## src/rtl/mips_pkg.sv

```systemverilog
// Shared MIPS decode definitions: ALU operation codes, opcode/function encodings,
// instruction field positions, decoded-control and output-slot types, extension helpers.
package mips_pkg;

    // ALU operation codes understood by the execute stage
    localparam logic [3:0] ALU_ADD = 4'd0;
    localparam logic [3:0] ALU_SUB = 4'd1;
    localparam logic [3:0] ALU_AND = 4'd2;
    localparam logic [3:0] ALU_OR  = 4'd3;
    localparam logic [3:0] ALU_XOR = 4'd4;
    localparam logic [3:0] ALU_NOR = 4'd5;
    localparam logic [3:0] ALU_SLT = 4'd6;
    localparam logic [3:0] ALU_SLL = 4'd7;
    localparam logic [3:0] ALU_SRL = 4'd8;
    localparam logic [3:0] ALU_LUI = 4'd9;

    // Primary opcodes
    localparam logic [5:0] OP_RTYPE = 6'h00;
    localparam logic [5:0] OP_J     = 6'h02;
    localparam logic [5:0] OP_BEQ   = 6'h04;
    localparam logic [5:0] OP_BNE   = 6'h05;
    localparam logic [5:0] OP_ADDI  = 6'h08;
    localparam logic [5:0] OP_SLTI  = 6'h0A;
    localparam logic [5:0] OP_ANDI  = 6'h0C;
    localparam logic [5:0] OP_ORI   = 6'h0D;
    localparam logic [5:0] OP_XORI  = 6'h0E;
    localparam logic [5:0] OP_LUI   = 6'h0F;

    // R-type function codes
    localparam logic [5:0] FN_SLL = 6'h00;
    localparam logic [5:0] FN_SRL = 6'h02;
    localparam logic [5:0] FN_ADD = 6'h20;
    localparam logic [5:0] FN_SUB = 6'h22;
    localparam logic [5:0] FN_AND = 6'h24;
    localparam logic [5:0] FN_OR  = 6'h25;
    localparam logic [5:0] FN_XOR = 6'h26;
    localparam logic [5:0] FN_NOR = 6'h27;
    localparam logic [5:0] FN_SLT = 6'h2A;

    // Instruction field bit positions
    localparam int OP_HI  = 31;
    localparam int OP_LO  = 26;
    localparam int RS_HI  = 25;
    localparam int RS_LO  = 21;
    localparam int RT_HI  = 20;
    localparam int RT_LO  = 16;
    localparam int RD_HI  = 15;
    localparam int RD_LO  = 11;
    localparam int FN_HI  = 5;
    localparam int FN_LO  = 0;
    localparam int IMM_HI = 15;
    localparam int IMM_LO = 0;

    // Control fields produced by the combinational decoder
    typedef struct packed {
        logic [3:0]  alu_op;
        logic        sel_imm;
        logic        reg_write;
        logic [4:0]  dest;
        logic        illegal;
        logic [26:0] imm;
        logic [26:0] pc_inc;
    } dec_ctrl_t;

    // Contents of the registered output slot
    typedef struct packed {
        logic [31:0] op_a;
        logic [31:0] op_b;
        logic [4:0]  rs;
        logic [4:0]  rt;
        logic [31:0] pc;
        dec_ctrl_t   ctrl;
    } slot_t;

    function automatic logic [26:0] sext16_27(input logic [15:0] v);
        return {{11{v[15]}}, v};
    endfunction

    function automatic logic [26:0] zext16_27(input logic [15:0] v);
        return {11'd0, v};
    endfunction

    // Branch offset: word offset scaled to bytes, sign-extended to 27 bits
    function automatic logic [26:0] branch_off27(input logic [15:0] v);
        return {{9{v[15]}}, v, 2'b00};
    endfunction

endpackage

```

## src/rtl/decode_stage_regfile.sv

```systemverilog
// Register file: two combinational read ports with write-first bypass,
// one synchronous write port, r0 hardwired to zero, synchronous clear.
module decode_stage_regfile #(
    parameter int NREGS = 32,
    localparam int AW = $clog2(NREGS)
) (
    input  logic          clk_i,
    input  logic          rst_i,
    input  logic          we_i,
    input  logic [AW-1:0] waddr_i,
    input  logic [31:0]   wdata_i,
    input  logic [AW-1:0] raddr_a_i,
    input  logic [AW-1:0] raddr_b_i,
    output logic [31:0]   rdata_a_o,
    output logic [31:0]   rdata_b_o
);

    logic [31:0] regs_q [NREGS];

    // Storage update: clear everything on reset, otherwise write any register except r0
    always_ff @(posedge clk_i) begin
        if (rst_i) begin
            for (int i = 0; i < NREGS; i++) begin
                regs_q[i] <= 32'd0;
            end
        end else if (we_i && (waddr_i != AW'(0))) begin
            regs_q[waddr_i] <= wdata_i;
        end
    end

    // Read port A: r0 reads zero, a same-cycle write to the source is forwarded
    always_comb begin
        if (raddr_a_i == AW'(0)) begin
            rdata_a_o = 32'd0;
        end else if (we_i && (waddr_i == raddr_a_i)) begin
            rdata_a_o = wdata_i;
        end else begin
            rdata_a_o = regs_q[raddr_a_i];
        end
    end

    // Read port B: same rules as port A
    always_comb begin
        if (raddr_b_i == AW'(0)) begin
            rdata_b_o = 32'd0;
        end else if (we_i && (waddr_i == raddr_b_i)) begin
            rdata_b_o = wdata_i;
        end else begin
            rdata_b_o = regs_q[raddr_b_i];
        end
    end

endmodule

```

## src/rtl/decode_stage.sv

```systemverilog
// Decode / register-read stage: splits the MIPS word, reads operands, builds the
// immediate and PC delta, and presents the result in a single valid/ready output slot.
module decode_stage
    import mips_pkg::*;
#(
    parameter int NREGS   = 32,
    parameter int PC_STEP = 4
) (
    input  logic        CLOCK_50,
    input  logic        reset,
    input  logic        instr_valid,
    output logic        instr_ready,
    input  logic [31:0] instruction,
    input  logic [31:0] program_counter_in,
    input  logic        flush,
    input  logic        wb_en,
    input  logic [4:0]  wb_addr,
    input  logic [31:0] wb_data,
    output logic        dec_valid,
    input  logic        ex_ready,
    output logic [31:0] alu_A,
    output logic [31:0] alu_B,
    output logic [26:0] immediate,
    output logic [26:0] pc_increment_jump,
    output logic [3:0]  alu_opcode,
    output logic        select_immediate,
    output logic [31:0] program_counter,
    output logic [4:0]  dest_reg,
    output logic        reg_write,
    output logic        illegal_instr
);

    logic [5:0]  op_s;
    logic [5:0]  fn_s;
    logic [4:0]  rs_s;
    logic [4:0]  rt_s;
    logic [4:0]  rd_s;
    logic [15:0] imm16_s;
    logic [31:0] rs_val_s;
    logic [31:0] rt_val_s;
    logic        accept_s;
    dec_ctrl_t   ctrl_s;
    slot_t       slot_q;
    slot_t       slot_d;
    logic        valid_q;
    logic        valid_d;

    assign op_s    = instruction[OP_HI:OP_LO];
    assign fn_s    = instruction[FN_HI:FN_LO];
    assign rs_s    = instruction[RS_HI:RS_LO];
    assign rt_s    = instruction[RT_HI:RT_LO];
    assign rd_s    = instruction[RD_HI:RD_LO];
    assign imm16_s = instruction[IMM_HI:IMM_LO];

    decode_stage_regfile #(.NREGS(NREGS)) u_regfile (
        .clk_i     (CLOCK_50),
        .rst_i     (reset),
        .we_i      (wb_en),
        .waddr_i   (wb_addr),
        .wdata_i   (wb_data),
        .raddr_a_i (rs_s),
        .raddr_b_i (rt_s),
        .rdata_a_o (rs_val_s),
        .rdata_b_o (rt_val_s)
    );

    // Instruction decoder: control fields, immediate and PC delta from the raw word
    always_comb begin
        ctrl_s           = '0;
        ctrl_s.alu_op    = ALU_ADD;
        ctrl_s.sel_imm   = 1'b0;
        ctrl_s.reg_write = 1'b0;
        ctrl_s.dest      = 5'd0;
        ctrl_s.illegal   = 1'b0;
        ctrl_s.imm       = 27'd0;
        ctrl_s.pc_inc    = 27'(PC_STEP);
        case (op_s)
            OP_RTYPE: begin
                ctrl_s.reg_write = 1'b1;
                ctrl_s.dest      = rd_s;
                case (fn_s)
                    FN_ADD: ctrl_s.alu_op = ALU_ADD;
                    FN_SUB: ctrl_s.alu_op = ALU_SUB;
                    FN_AND: ctrl_s.alu_op = ALU_AND;
                    FN_OR:  ctrl_s.alu_op = ALU_OR;
                    FN_XOR: ctrl_s.alu_op = ALU_XOR;
                    FN_NOR: ctrl_s.alu_op = ALU_NOR;
                    FN_SLT: ctrl_s.alu_op = ALU_SLT;
                    FN_SLL: ctrl_s.alu_op = ALU_SLL;
                    FN_SRL: ctrl_s.alu_op = ALU_SRL;
                    default: begin
                        // Unknown function: flow through as a NOP
                        ctrl_s.illegal   = 1'b1;
                        ctrl_s.reg_write = 1'b0;
                        ctrl_s.dest      = 5'd0;
                    end
                endcase
            end
            OP_ADDI, OP_SLTI: begin
                ctrl_s.alu_op    = (op_s == OP_ADDI) ? ALU_ADD : ALU_SLT;
                ctrl_s.sel_imm   = 1'b1;
                ctrl_s.reg_write = 1'b1;
                ctrl_s.dest      = rt_s;
                ctrl_s.imm       = sext16_27(imm16_s);
            end
            OP_ANDI, OP_ORI, OP_XORI, OP_LUI: begin
                case (op_s)
                    OP_ANDI: ctrl_s.alu_op = ALU_AND;
                    OP_ORI:  ctrl_s.alu_op = ALU_OR;
                    OP_XORI: ctrl_s.alu_op = ALU_XOR;
                    default: ctrl_s.alu_op = ALU_LUI;
                endcase
                ctrl_s.sel_imm   = 1'b1;
                ctrl_s.reg_write = 1'b1;
                ctrl_s.dest      = rt_s;
                // LUI also carries the raw imm16; the ALU does the shift
                ctrl_s.imm       = zext16_27(imm16_s);
            end
            OP_BEQ, OP_BNE: begin
                ctrl_s.alu_op = ALU_SUB;
                ctrl_s.imm    = sext16_27(imm16_s);
                ctrl_s.pc_inc = branch_off27(imm16_s);
            end
            OP_J: begin
                ctrl_s.alu_op = ALU_ADD;
                ctrl_s.pc_inc = {instruction[24:0], 2'b00};
            end
            default: begin
                ctrl_s.illegal = 1'b1;
            end
        endcase
    end

    assign instr_ready = ~valid_q | ex_ready;
    assign accept_s    = instr_valid & instr_ready & ~flush;

    // Slot next state: flush kills, accept loads, consume empties, otherwise hold with operand refresh
    always_comb begin
        valid_d = valid_q;
        slot_d  = slot_q;
        if (flush) begin
            valid_d = 1'b0;
        end else if (accept_s) begin
            valid_d      = 1'b1;
            slot_d.op_a  = rs_val_s;
            slot_d.op_b  = rt_val_s;
            slot_d.rs    = rs_s;
            slot_d.rt    = rt_s;
            slot_d.pc    = program_counter_in;
            slot_d.ctrl  = ctrl_s;
        end else if (ex_ready) begin
            valid_d = 1'b0;
        end else begin
            // Stalled: a writeback to a held source must not be lost
            if (valid_q && wb_en && (wb_addr == slot_q.rs) && (slot_q.rs != 5'd0)) begin
                slot_d.op_a = wb_data;
            end else begin
                slot_d.op_a = slot_q.op_a;
            end
            if (valid_q && wb_en && (wb_addr == slot_q.rt) && (slot_q.rt != 5'd0)) begin
                slot_d.op_b = wb_data;
            end else begin
                slot_d.op_b = slot_q.op_b;
            end
        end
    end

    // Output slot register
    always_ff @(posedge CLOCK_50) begin
        if (reset) begin
            valid_q <= 1'b0;
            slot_q  <= '0;
        end else begin
            valid_q <= valid_d;
            slot_q  <= slot_d;
        end
    end

    assign dec_valid         = valid_q;
    assign alu_A             = slot_q.op_a;
    assign alu_B             = slot_q.op_b;
    assign immediate         = slot_q.ctrl.imm;
    assign pc_increment_jump = slot_q.ctrl.pc_inc;
    assign alu_opcode        = slot_q.ctrl.alu_op;
    assign select_immediate  = slot_q.ctrl.sel_imm;
    assign program_counter   = slot_q.pc;
    assign dest_reg          = slot_q.ctrl.dest;
    assign reg_write         = slot_q.ctrl.reg_write;
    assign illegal_instr     = slot_q.ctrl.illegal;

endmodule
```

## config.mk

```make
export PLATFORM = sky130hd
export DESIGN_NAME = decode_stage
export DESIGN_NICKNAME = d
export VERILOG_FILES = /design/src/rtl/mips_pkg.sv /design/src/rtl/decode_stage_regfile.sv /design/src/rtl/decode_stage.sv
export SDC_FILE = /design/constraint.sdc
export NUM_CORES = 2
export LEC_CHECK = 0
export ABC_AREA = 1
export BUFFER_PORTS_ARGS = -buffer_cell sky130_fd_sc_hd__buf_2
export CAP_MARGIN = 5
export CORE_UTILIZATION = 55
export DETAILED_ROUTE_END_ITERATION = 10
export PLACE_DENSITY = 0.72
export SLEW_MARGIN = 20
export SYNTH_ARGS = -nofsm -noshare
export SYNTH_HDL_FRONTEND = slang
export SYNTH_SLANG_ARGS = --single-unit
```

## constraint.sdc

```tcl
create_clock -name CLOCK_50 -period 3.1 [get_ports CLOCK_50]
set_clock_uncertainty 0.05 [all_clocks]
set_input_delay 0.62 -clock CLOCK_50 [delete_from_list [all_inputs] [get_ports CLOCK_50]]
set_output_delay 0.62 -clock CLOCK_50 [all_outputs]
set_load 0.02 [all_outputs]
```

==> summary.md <==
| Metric | Value |
|---|---|
| Fin util | 0.631 |
| CTS H-Tree Depth | 4 |
| Critical path capture point | alu_A[17] |
| Clk sink count | 1185 |
| FF-to-FF Start | dec_valid$_SDFFE_PP0P_ |
| CTS max path bufs | 3 |
| CP endpoint kind | output port |
| DRC | 0 |
| Rows | 128 |
| Worst Reg-to-Reg Cells | 8 |
| Peak supply drop | 0.639 mV |
| Setup WS pre-CTS | 0.0824 ns |
| Main flop type after synthesis | edfxtp_1 |
| Cell with the most instances after synthesis | nand2_1 |
| F_max | 412 MHz |
| Ports | 271 |
| Final hold viol count | 0 |
| Area contributors post-synth | edfxtp_1, nand2_1, nor2_1 |
| GRT Total Usage | 0.459 |
| Crit path depth | 1 |
| Via density | between 5 and 6 |
| Final setup fails | 0 |
| Synth cell types | 31 |
| Total iterations of the first detailed-routing run | 7 |
| Layout area overhead | 13.9% |
| Total vias in the final route | 65600 |
| RSZ-0062 raised after global routing | no |
| WP data required | ~2.4 ns |
| # fillers | around 11000 |
| Min-Delay Path Class | in2reg |
| CP startpoint kind | register |
| Core area | 0.122 mm² |
| Post-Synthesis Mean Instance Area | 7.19 µm² |
| Synth Register Bits | 1185 |
| Yosys warns | 0 |
| Post_cts resized | 0 |
| Worst Setup SP | alu_A[17]$_SDFFE_PP0P_ |
| Die area | 0.124 mm² |
| Grt ovf | 0 |
| Post-DRT Antenna Nets | 0 |
| Cell Area, Synth | 0.0674 mm² |
| Maximum number of pins on one net before global-route repair | between 100 and 150 |
| LEAKAGE | 35.9 nW |
| Latest clock arrival within the worst-skew pair | 0.80 ns |
| Setup TNS | 0 ns |
| Largest register by flop count | u_regfile.regs_q |
| Cell breakdown of the critical path | buf_2 |
| Sequential-to-total area share from yosys stat | 0.504 |
| CP max stage cell | dfxtp_1 |
| Tot Pwr | ~40 mW |
| Post-synth ARST share | 0 |
| Net count, final | 9553 |
| Layout cells sized above 1 | 0.0970 |
| Crit path time final | 2.43 ns |
| Worst R2R End | immediate[8]$_SDFFE_PP0P_ |
| Max reg flops | 1024 |
| Post-DP HPWL | between 150000 and 200000 µm |
| Number of synthesized flops with an enable pin | 1024 |
| Final period util | 0.783 |
| Starting DRT DRC Count | between 9000 and 10000 |
| Buf/Inv on CP | 1 |
| First-pass GRT wire length | 412000 µm |
| Synth top area share | 0.456 |
| Critical path data arrival time | 1.76 ns |
| Chip height | 352 µm |
| Max cap viols | 0 |
| Final Slew Violations | 0 |
| Syn Inst Count | 9375 |
| Worst path max stage delay | about 0.7 ns |
| Crit Path Class | reg2out |
| Reg-to-reg slack, setup | 0.96 ns |
| Worst setup margin | 0.674 ns |
| Initial antenna violation count | 11 |
| Power per cell area | about 540 mW/mm² |
| Most frequent cells after synthesis | nand2_1, nor2_1, nand3_1, edfxtp_1, inv_1 |
| Worst-path clk slew | roughly 0.060 ns |
| Inserted Clock Buffers | 134 |
| Pin slew with the least headroom to its limit | 1.09 ns |
| Root Buffer | clkbuf_16 |
| DRT Wirelength | 290000 µm |
| Routability cong. | 1.02 |
| Avg WL per Cell | 25.9 µm |
| Slew HR | 0.272 |
| Number of global-route vias before repair | 61200 |
| Port Buf Inserts | 268 |
| Worst hold slack | 0.0243 ns |
| Worst path top cell family by delay | flip-flops |
| Initial cell density of the core | 0.554 |
| CTS tree | done |
| Status | finished, final reports clean |
| DIE WIDTH | 352 µm |
| Worst Path Max Fanout | 2 |
| Cell taking the most area after synthesis | edfxtp_1 |
-- stage by stage --
| stage | std cells | area [µm²] |
|---|---|---|
| after floorplan | 9408 | 67600 |
| after global placement | 10900 | 72200 |
| after detailed placement | 10900 | 72200 |
| after CTS | 11200 | 76800 |
| after global routing | 11200 | 76800 |
| final | 11200 | 76800 |
-- metal layers --
layer / vias to the layer above / routed length (µm) / GRT usage / share of wire
li1: 29300 / - / - / -
met1: 30400 / 99400 / 0.556 / 0.34
met2: 4822 / 124000 / 0.690 / 0.43
met3: 1103 / 35800 / 0.102 / 0.12
met4: 10 / 30800 / 0.407 / 0.11
met5: - / 90 / 0 / 0.00031
-- where the power goes --
part	internal (mW)	leakage (nW)	switching (mW)
Combinational	1.80	22.8	4.68
Sequential	18.1	11.1	0.403
Clock	9.21	2.12	6.85
-- cell type report --
cell class | count | area, µm² | area share
inverters | 791 | 2990 | 0.0390
repair buffers | 744 | 6790 | 0.0884
well taps | 1625 | 2030 | 0.0265
flip-flops and latches | 1185 | 34000 | 0.442
clock buffers | 177 | 3760 | 0.0490
clock inverters | 61 | 558 | 0.00727
diodes | 4 | 10.0 | 0.000130
multi-input cells | 6590 | 26700 | 0.347
-- layout by cell type, fill, tap and decap left out, types with 20 or more instances in the layout --
cell	n
a21oi_1	123
buf_12	140
buf_2	260
buf_4	308
clkbuf_1	25
clkbuf_16	141
clkinv_1	26
clkinv_2	20
conb_1	34
dfxtp_1	161
dlygate4sd3_1	30
edfxtp_1	1024
inv_1	779
nand2_1	3045
nand3_1	1195
nor2_1	2079
o21ai_0	57
-- kinds of logic (layout without fill, tap and decap cells) --
kind of cell    after synthesis  after routing  synth area share
simple gates               6348           6348             0.376
buf+inv                    1633           1773             0.103
flops                      1185           1185             0.504
compound gates              207            207            0.0163
other cells                   1             38         0.0000556
xor+xnor                      1              1          0.000130
-- repair_timing --
item,CTS,global route
buffers inserted,0,0
setup endpoints to repair,0,0
hold endpoints to repair,30,0
hold buffers,30,0
-- worst min path at each step --
stage | slack [ns] | cells after the start | end | startpoint
final | 0.02 | 2 | dec_valid$_SDFFE_PP0P_ | flush
after detailed placement | 0.40 | 2 | pc_increment_jump[5]$_SDFFE_PP0P_ | pc_increment_jump[5]$_SDFFE_PP0P_
after global routing | 0.04 | 2 | dec_valid$_SDFFE_PP0P_ | flush
after CTS | 0.0002 | 2 | dec_valid$_SDFFE_PP0P_ | flush
after global placement | 0.40 | 2 | immediate[7]$_SDFFE_PP0P_ | immediate[7]$_SDFFE_PP0P_
after floorplan | 0.40 | 2 | alu_opcode[0]$_SDFFE_PP0P_ | alu_opcode[0]$_SDFFE_PP0P_
Power figures use the tool's default switching activity.
